`src/rtl/mmio_fabric_pkg.sv`:
```
// Shared types and constants for the MMIO fabric.
// FSM states, error codes and status-register bit layout.
package mmio_fabric_pkg;

    typedef enum logic [2:0] {
        IDLE,
        ACTIVE,
        LOCAL,
        ERR,
        RESP
    } state_t;

    localparam logic [7:0] ERR_SLAVE_MISS = 8'hFF;

    localparam int ST_CNT_LSB  = 16;
    localparam int ST_IDX_LSB  = 8;
    localparam int ST_TO_BIT   = 1;
    localparam int ST_MISS_BIT = 0;

    function automatic logic [31:0] status_word(
        input logic [15:0] cnt,
        input logic [7:0]  idx,
        input logic        to,
        input logic        miss
    );
        logic [31:0] w;
        w = '0;
        w[ST_CNT_LSB +: 16] = cnt;
        w[ST_IDX_LSB +: 8]  = idx;
        w[ST_TO_BIT]        = to;
        w[ST_MISS_BIT]      = miss;
        return w;
    endfunction

endpackage

```
`src/rtl/mmio_addr_decode.sv`:
```
// Address decoder: base/mask match per slave, lowest index wins.
// Also flags hits on the local status/error-address words.
module mmio_addr_decode
    import mmio_fabric_pkg::*;
#(
    parameter int                         NUM_SLAVES  = 4,
    parameter int                         IW          = 2,
    parameter logic [NUM_SLAVES*32-1:0]   ADDR_BASE   = '0,
    parameter logic [NUM_SLAVES*32-1:0]   ADDR_MASK   = '0,
    parameter logic [31:0]                STATUS_ADDR = 32'h0300_0000
) (
    input  logic [31:0]   addr,
    output logic          hit,
    output logic [IW-1:0] idx,
    output logic          status_hit
);

    localparam logic [31:0] ERRA_ADDR = STATUS_ADDR + 32'd4;

    always_comb begin
        hit        = 1'b0;
        idx        = '0;
        status_hit = (addr[31:2] == STATUS_ADDR[31:2]) ||
                     (addr[31:2] == ERRA_ADDR[31:2]);
        // Scan downward so the lowest matching index is the last written.
        for (int i = NUM_SLAVES - 1; i >= 0; i--) begin
            if ((addr & ADDR_MASK[i*32 +: 32]) == ADDR_BASE[i*32 +: 32]) begin
                hit = 1'b1;
                idx = IW'(i);
            end
        end
    end

endmodule

```
`src/rtl/mmio_fabric.sv`:
```
// Single-outstanding MMIO fabric between the CPU mem port and slaves.
// Adds decode-miss / timeout error responses and a status register.
module mmio_fabric
    import mmio_fabric_pkg::*;
#(
    parameter int                         NUM_SLAVES     = 4,
    parameter logic [NUM_SLAVES*32-1:0]   ADDR_BASE      = '0,
    parameter logic [NUM_SLAVES*32-1:0]   ADDR_MASK      = '0,
    parameter int                         TIMEOUT_CYCLES = 255,
    parameter logic [31:0]                ERR_RDATA      = 32'hDEAD_BEEF,
    parameter logic [31:0]                STATUS_ADDR    = 32'h0300_0000
) (
    input  logic                     clk,
    input  logic                     resetn,
    input  logic                     mem_valid,
    input  logic [31:0]              mem_addr,
    input  logic [31:0]              mem_wdata,
    input  logic [3:0]               mem_wstrb,
    output logic                     mem_ready,
    output logic [31:0]              mem_rdata,
    output logic [NUM_SLAVES-1:0]    s_valid,
    output logic [31:0]              s_addr,
    output logic [31:0]              s_wdata,
    output logic [3:0]               s_wstrb,
    input  logic [NUM_SLAVES-1:0]    s_ready,
    input  logic [NUM_SLAVES*32-1:0] s_rdata,
    output logic                     err_irq
);

    localparam int          IW        = (NUM_SLAVES > 1) ? $clog2(NUM_SLAVES) : 1;
    localparam logic [31:0] ERRA_ADDR = STATUS_ADDR + 32'd4;
    localparam logic [15:0] TMO       = 16'(TIMEOUT_CYCLES);

    state_t          state, state_n;
    logic [IW-1:0]   sel;
    logic [15:0]     cnt;
    logic            cause_to;
    logic [15:0]     err_count;
    logic [7:0]      err_idx;
    logic            flag_to;
    logic            flag_miss;
    logic [31:0]     err_addr;

    logic            dec_hit;
    logic [IW-1:0]   dec_idx;
    logic            dec_status;
    logic            ready_sel;
    logic            timeout;
    logic            is_erra;

    mmio_addr_decode #(
        .NUM_SLAVES  (NUM_SLAVES),
        .IW          (IW),
        .ADDR_BASE   (ADDR_BASE),
        .ADDR_MASK   (ADDR_MASK),
        .STATUS_ADDR (STATUS_ADDR)
    ) u_decode (
        .addr        (mem_addr),
        .hit         (dec_hit),
        .idx         (dec_idx),
        .status_hit  (dec_status)
    );

    assign ready_sel = s_ready[sel];
    assign timeout   = (cnt >= TMO);
    assign is_erra   = (s_addr[31:2] == ERRA_ADDR[31:2]);
    assign mem_ready = (state == RESP);
    assign err_irq   = flag_to | flag_miss;

    always_comb begin
        state_n = state;
        unique case (state)
            IDLE: begin
                if (mem_valid) begin
                    if (dec_status)   state_n = LOCAL;
                    else if (dec_hit) state_n = ACTIVE;
                    else              state_n = ERR;
                end
            end
            // Completion beats a coincident timeout.
            ACTIVE: begin
                if (ready_sel)    state_n = RESP;
                else if (timeout) state_n = ERR;
            end
            LOCAL:   state_n = RESP;
            ERR:     state_n = RESP;
            RESP:    state_n = IDLE;
            default: state_n = IDLE;
        endcase
    end

    always_ff @(posedge clk) begin
        if (!resetn) begin
            state     <= IDLE;
            sel       <= '0;
            cnt       <= '0;
            cause_to  <= 1'b0;
            s_valid   <= '0;
            s_addr    <= '0;
            s_wdata   <= '0;
            s_wstrb   <= '0;
            mem_rdata <= '0;
            err_count <= '0;
            err_idx   <= '0;
            flag_to   <= 1'b0;
            flag_miss <= 1'b0;
            err_addr  <= '0;
        end else begin
            state <= state_n;
            unique case (state)
                IDLE: begin
                    if (mem_valid) begin
                        s_addr   <= mem_addr;
                        s_wdata  <= mem_wdata;
                        s_wstrb  <= mem_wstrb;
                        sel      <= dec_idx;
                        cnt      <= 16'd1;
                        cause_to <= 1'b0;
                        if (!dec_status && dec_hit)
                            s_valid <= NUM_SLAVES'(1) << dec_idx;
                    end
                end
                ACTIVE: begin
                    if (ready_sel) begin
                        mem_rdata <= s_rdata[sel*32 +: 32];
                        s_valid   <= '0;
                    end else if (timeout) begin
                        s_valid  <= '0;
                        cause_to <= 1'b1;
                    end else begin
                        cnt <= cnt + 16'd1;
                    end
                end
                LOCAL: begin
                    if (s_wstrb != 4'd0) begin
                        mem_rdata <= '0;
                        if (!is_erra) begin
                            err_count <= '0;
                            err_idx   <= '0;
                            flag_to   <= 1'b0;
                            flag_miss <= 1'b0;
                            err_addr  <= '0;
                        end
                    end else if (is_erra) begin
                        mem_rdata <= err_addr;
                    end else begin
                        mem_rdata <= status_word(err_count, err_idx,
                                                 flag_to, flag_miss);
                    end
                end
                ERR: begin
                    if (err_count != 16'hFFFF)
                        err_count <= err_count + 16'd1;
                    err_addr  <= s_addr;
                    mem_rdata <= ERR_RDATA;
                    if (cause_to) begin
                        flag_to <= 1'b1;
                        err_idx <= 8'(sel);
                    end else begin
                        flag_miss <= 1'b1;
                        err_idx   <= ERR_SLAVE_MISS;
                    end
                end
                default: ;
            endcase
        end
    end

endmodule

```
`config.mk`:
```
export PLATFORM = sky130hd
export DESIGN_NAME = mmio_fabric
export DESIGN_NICKNAME = d
export VERILOG_FILES = /design/src/rtl/mmio_fabric_pkg.sv /design/src/rtl/mmio_addr_decode.sv /design/src/rtl/mmio_fabric.sv
export SDC_FILE = /design/constraint.sdc
export NUM_CORES = 1
export LEC_CHECK = 0
export ABC_AREA = 1
export CORE_MARGIN = 2
export CORE_UTILIZATION = 47
export CTS_CLUSTER_DIAMETER = 100
export DETAILED_ROUTE_END_ITERATION = 8
export HOLD_SLACK_MARGIN = 0.15
export PLACE_DENSITY_LB_ADDON = 0.05
export SYNTH_ARGS = -nofsm -noshare
export SYNTH_HDL_FRONTEND = slang
export SYNTH_SLANG_ARGS = --single-unit
```
`constraint.sdc`:
```
create_clock -name clk -period 2.38 [get_ports clk]
set_clock_uncertainty 0.05 [all_clocks]
set_input_delay 0.357 -clock clk [delete_from_list [all_inputs] [get_ports clk]]
set_output_delay 0.357 -clock clk [all_outputs]
set_load 0.005 [all_outputs]
```
==> results of run 1 <==
state kept, by name, indices dropped and copies added (netlist names), 3 cells and up:
| signal | cells |
|---|---|
| s_wstrb | 4 |
| err_count | 16 |
| cnt | 16 |
| mem_rdata | 32 |
| s_addr | 32 |
| state | 3 |
| err_addr | 32 |
| s_wdata | 32 |
cell families (layout without fill, tap and decap cells):
family | Yosys count | count (layout)
adders and majority gates | 2 | 2
DFF | 172 | 172
AOI/OAI and AO/OA | 224 | 224
and+or+nand+nor | 561 | 561
buffers and inverters | 150 | 344
xor gates and xnor gates | 2 | 2
other | 1 | 3
worst max-delay path: stages (launching register included):
cell and delay [ns]:
dfxtp_1 0.38, inv_2 0.07, nor2_1 0.08, nand2_1 0.13, inv_1 0.15, o21ai_2 0.08
inv_2 0.41, nand2_4 0.26, a21oi_1 0.20, a21oi_1 0.08
Yosys cell counts:
master    count
xor2_1        2
a31oi_1       1
nand3_1     113
dfxtp_1     172
nand2_4       1
and2_1        1
nand3_2       4
nand3b_1      1
nand2_1     284
inv_1        76
o21bai_1      1
buf_2        10
o21ai_1       2
ha_1          2
nand2_2       5
a32o_1        1
conb_1        1
nor2_2        5
inv_2        10
clkbuf_1     41
nand3_4       1
nor3_1       12
nor2_1      110
o21ai_0      42
buf_1         3
a21oi_1     176
o21ai_2       1
nor2_4        3
buf_6         3
nand4_1      19
buf_4         7
or2_2         2
power groups by stage:
stage | Sequential (mW) | Combinational (mW) | Clock (mW)
2_1_floorplan | 3.61 | 1.31 | 0
3_3_place_gp | 3.61 | 2.63 | 0
3_5_place_dp | 3.62 | 2.65 | 0
4_1_cts | 3.56 | 2.67 | 3.01
5_1_grt | 3.61 | 2.94 | 3.14
6_report | 3.56 | 2.66 | 2.97
cell usage in the layout (no fill, tap or decap), types with 5 or more instances in the layout:
cell	count
clkbuf_16	17
buf_12	5
nor2_2	5
buf_4	15
nand4_1	19
nand2_1	284
dfxtp_1	172
o21ai_0	42
nor2_1	110
a21oi_1	176
inv_1	76
inv_2	9
nand2_2	5
nand3_1	113
clkdlybuf4s50_1	205
nor3_1	12
layout make-up:
class	count	area, µm²
clock buffers	22	464
well taps	216	270
multi-input cells	792	3600
fillers	1463	5350
flip-flops and latches	172	3440
repair buffers	226	2270
inverters	86	324
clock inverters	10	164
per-stage QoR:
step	hold slack, ns	area, µm²
2_1_floorplan	0.365	7670
3_3_place_gp	0.377	9910
3_5_place_dp	0.381	9910
4_1_cts	0.357	10500
5_1_grt	0.406	10500
6_report	0.389	10500
path summary, 6_finish.rpt:
path / from / depth (start not counted) / slack, ns / endpoint
worst min register to register: cnt[13] / 2 / 0.39 / cnt[13]
worst min-delay path: mem_valid / 4 / 0.39 / cnt[8]
worst max-delay path: state[0] / 9 / 0.35 / mem_rdata[5]
worst max register to register: state[0] / 9 / 0.35 / mem_rdata[5]
routing by layer:
| layer | share of wire, % | wire length (µm) |
|---|---|---|
| met5 | 0 | 0 |
| met2 | 43 | 10100 |
| met3 | 8.5 | 1980 |
| met4 | 2.4 | 552 |
| met1 | 46 | 10700 |
==> results.json, run 1 <==
{
  "setup_violations": 0,
  "grt_setup_unrepaired": "no",
  "rows": 46,
  "critPathMaxFanout": 33,
  "yosysSeqAreaShare_pct": 44.9,
  "ys_warn_count": 0,
  "vias": 7871,
  "p_comb_share_pct": 29.0,
  "ys_types": 32,
  "slew_headroom_pct": 62.4,
  "timing.final.ws_setup_ns": 0.352,
  "area_growth_pct": 37.5,
  "grt_pass1_vias": 7457,
  "synth_top_family_by_area": "simple AND/OR/NAND/NOR gates",
  "dp_hpwl_um": 16400,
  "p_leak_nw": 3.98,
  "cts_hold_buf": 0,
  "slew_violations": 0,
  "swShare_pct": 30.7,
  "track_usage_pct": 27.2,
  "synth_top_area_share_pct": 44.9,
  "syn_avg_cell_area_um2": 6.89,
  "clockRootBuffer": "clkbuf_16",
  "clock.fmax_mhz": 493,
  "post_cts_resized": 0,
  "clock_latency_ns": 0.43,
  "wl_um": 23400,
  "layout_min_cycle_time_ns": 2.03,
  "start_util_pct": 48.2,
  "cp-start-kind": "flip-flop",
  "ys_seq_elements": 172,
  "dr.pass1.iters": 4,
  "yosysTopAreaCell": "dfxtp_1",
  "power_mw": 9.20,
  "synth_area_leaders": "dfxtp_1, nand2_1, a21oi_1, nand3_1, nor2_1",
  "status": "finished clean",
  "cts.path.max_buffers": 2,
  "drv_cap": 0,
  "post-cts-setup-buffers": 0,
  "dieArea_mm2": 0.0173,
  "cts_tree": "done",
  "final_cell_count_no_fill": 1524,
  "synth-xor-area-share_pct": 0.229,
  "die_h_um": 132,
  "gp_congestion": 0.918,
  "grt-ovfl-total": 0,
  "worst_ep_arrival_time_ns": 2.29,
  "portBuffers": 206,
  "clk_pin_slew_ns": 0.06,
  "drc": 0,
  "htreeDepth": 4,
  "hold_path.class": "in2reg",
  "finalCritPeriodShare_pct": 85.2,
  "drt-wirelength-per-cell_um": 15.3,
  "max_slew.worst_pin.slew_ns": 0.563,
  "synth_cells": 1112,
  "required_ns": 2.64,
  "grt_pass1_wl_um": 38100,
  "antennaDiodeCount": 0,
  "viasPerCell": 5.16,
  "fin_nets": 1500,
  "grtUsageMet2_pct": 40.7,
  "cts_sinks": 172,
  "hold_violations": 0,
  "grt_use_met1_pct": 36.9,
  "cts_buffers": 17,
  "grt_busiest_layer": "met2",
  "place_inst": 1492,
  "grt_antenna_before_repair": 0,
  "drt_iter0_drc": 511,
  "drive_gt1_share_pct": 6.27,
  "power_density_mw_per_mm2": 873,
  "grt_max_degree": 79,
  "intPower_mw": 6.37,
  "yosys-mux-area-fraction_pct": 0,
  "power_frac_seq_pct": 38.8,
  "pre_cts_ws_ns": 0.183,
  "critPathKind": "reg2reg",
  "dieWidth_um": 132,
  "cp-end-kind": "flip-flop",
  "fin_setup_tns_ns": 0,
  "coreArea_mm2": 0.0159,
  "synth_area_mm2": 0.00766,
  "yosys.area_share.simple_pct": 31.5,
  "synthAdderAreaFrac_pct": 0.327,
  "final_util_pct": 66.3,
  "antenna_violating_nets_post_route": 0,
  "pwr-share-clk_pct": 32.3,
  "met3_usage_pct": 8.53,
  "ir_worst_vdd_uv": 541,
  "synth_compound_area_share_pct": 14.8,
  "power.switching_mw": 2.82,
  "io_pins": 309
}
Note: power is estimated with default switching activity, not from simulation.
==> run 2, diff against run 1 <==
RECOVER_POWER = 100   (was unset)
==> results.json, run 2 (same netlist as run 1, synthesis figures left out) <==
{
  "pre_cts_ws_ns": 0.183,
  "critPathKind": "reg2out",
  "slew_headroom_pct": 62.3,
  "grt_pass1_wl_um": 38100,
  "final_util_pct": 66.3,
  "grt-ovfl-total": 0,
  "vias": 7898,
  "io_pins": 309,
  "mostFrequentLayoutCell": "nand2_1",
  "worst_ep_arrival_time_ns": 1.74,
  "grt_pass1_vias": 7457,
  "setup_violations": 0,
  "htreeDepth": 4,
  "clockRootBuffer": "clkbuf_16",
  "cts_hold_buf": 0,
  "clock_latency_ns": 0.43,
  "clk_pin_slew_ns": 0.07,
  "dieArea_mm2": 0.0173,
  "hold_violations": 0,
  "cts.path.max_buffers": 2,
  "fin_nets": 1500,
  "placed_area_mm2": 0.00991,
  "startpoint": "state[1]",
  "track_usage_pct": 27.2,
  "antennaDiodeCount": 0,
  "area_growth_pct": 37.4,
  "status": "finished clean",
  "post-route-cell-area_mm2": 0.0105,
  "hold_path.class": "reg2reg",
  "cp-start-kind": "flip-flop",
  "cts_sinks": 172,
  "gp_congestion": 0.918,
  "antenna_violating_nets_post_route": 0,
  "required_ns": 1.97,
  "rows": 46,
  "p_leak_nw": 4.25,
  "coreArea_mm2": 0.0159,
  "post_cts_resized": 0,
  "drv_cap": 0,
  "portBuffers": 206,
  "dp_hpwl_um": 16400,
  "timing.final.ws_setup_ns": 0.238,
  "max_slew.worst_pin.slew_ns": 0.565,
  "fin_setup_tns_ns": 0,
  "final_cell_count_no_fill": 1524,
  "cts_buffers": 17,
  "die_h_um": 132,
  "grt_max_degree": 79,
  "start_util_pct": 48.2,
  "cp-end-kind": "output pin",
  "ir_worst_vdd_uv": 543,
  "place_inst": 1492,
  "dr.pass1.iters": 5,
  "final_cell_mix": "nand2_1, a21oi_1, dfxtp_1, nand3_1, nor2_1",
  "slew_violations": 0,
  "finalCritPeriodShare_pct": 90.0,
  "critPathMaxFanout": 4,
  "drt-wirelength-per-cell_um": 15.3,
  "fillCellCount": 1466,
  "drt_iter0_drc": 539,
  "clock.fmax_mhz": 467,
  "min_from": "cnt[13]",
  "drc": 0,
  "cts_tree": "done",
  "dieWidth_um": 132,
  "wl_um": 23400,
  "post-cts-setup-buffers": 0,
  "drive_gt1_share_pct": 5.73,
  "viasPerCell": 5.18,
  "grt_antenna_before_repair": 0,
  "grt_setup_unrepaired": "no",
  "rr_startpoint": "state[0]",
  "layout_min_cycle_time_ns": 2.14,
  "power_density_mw_per_mm2": 858
}
run 2: cell count changes in the layout (fill, tap and decap cells not counted), moves of 2 or more:
cell,change
clkdlybuf4s50_1,-103
dlygate4sd3_1,+103
inv_2,-3
nand2_1,+3
nand2_2,-3
clkinv_1,+2
run 2: cell type report:
class	count	area (µm²)	area share (%)
clock buffers	22	464	4.41
well taps	216	270	2.57
flip-flops and latches	172	3440	32.7
clock inverters	10	164	1.56
multi-input cells	792	3590	34.1
inverters	86	324	3.08
repair buffers	226	2270	21.5
run 2: routing by layer:
layer / routed length [µm] / vias up / track usage [%]
met4: 537 / 0 / 9.78
met5: 0 / - / 0
li1: - / 3980 / -
met1: 10800 / 3593 / 36.9
met2: 10100 / 287 / 40.7
met3: 1940 / 38 / 8.53
run 2: final timing paths:
path	to	slack, ns	cells past startpoint
worst max register to register	mem_rdata[25]	0.29	10
worst max-delay path	mem_ready	0.24	4
worst min-delay path	cnt[13]	0.39	2
worst min register to register	cnt[13]	0.39	2
run 2: power breakdown:
part	switching [mW]	internal, mW	total [mW]
Clock	1.16	1.82	2.97
Combinational	1.39	1.13	2.51
Sequential	0.257	3.29	3.54
Total	2.80	6.23	9.03
run 2: critical path, cell delays in order, from the launching register on:
cell and delay [ns]:
dfxtp_1 0.36, nor2_1 0.12, clkinv_1 0.12, nor2_1 0.13, dlygate4sd3_1 0.58
run 2: through the flow:
stage / power [mW] / hold slack, ns
after global placement: 6.23 / 0.377
after detailed placement: 6.26 / 0.381
after CTS: 9.24 / 0.357
final: 9.03 / 0.389
after global routing: 9.53 / 0.411
after floorplan: 4.93 / 0.365
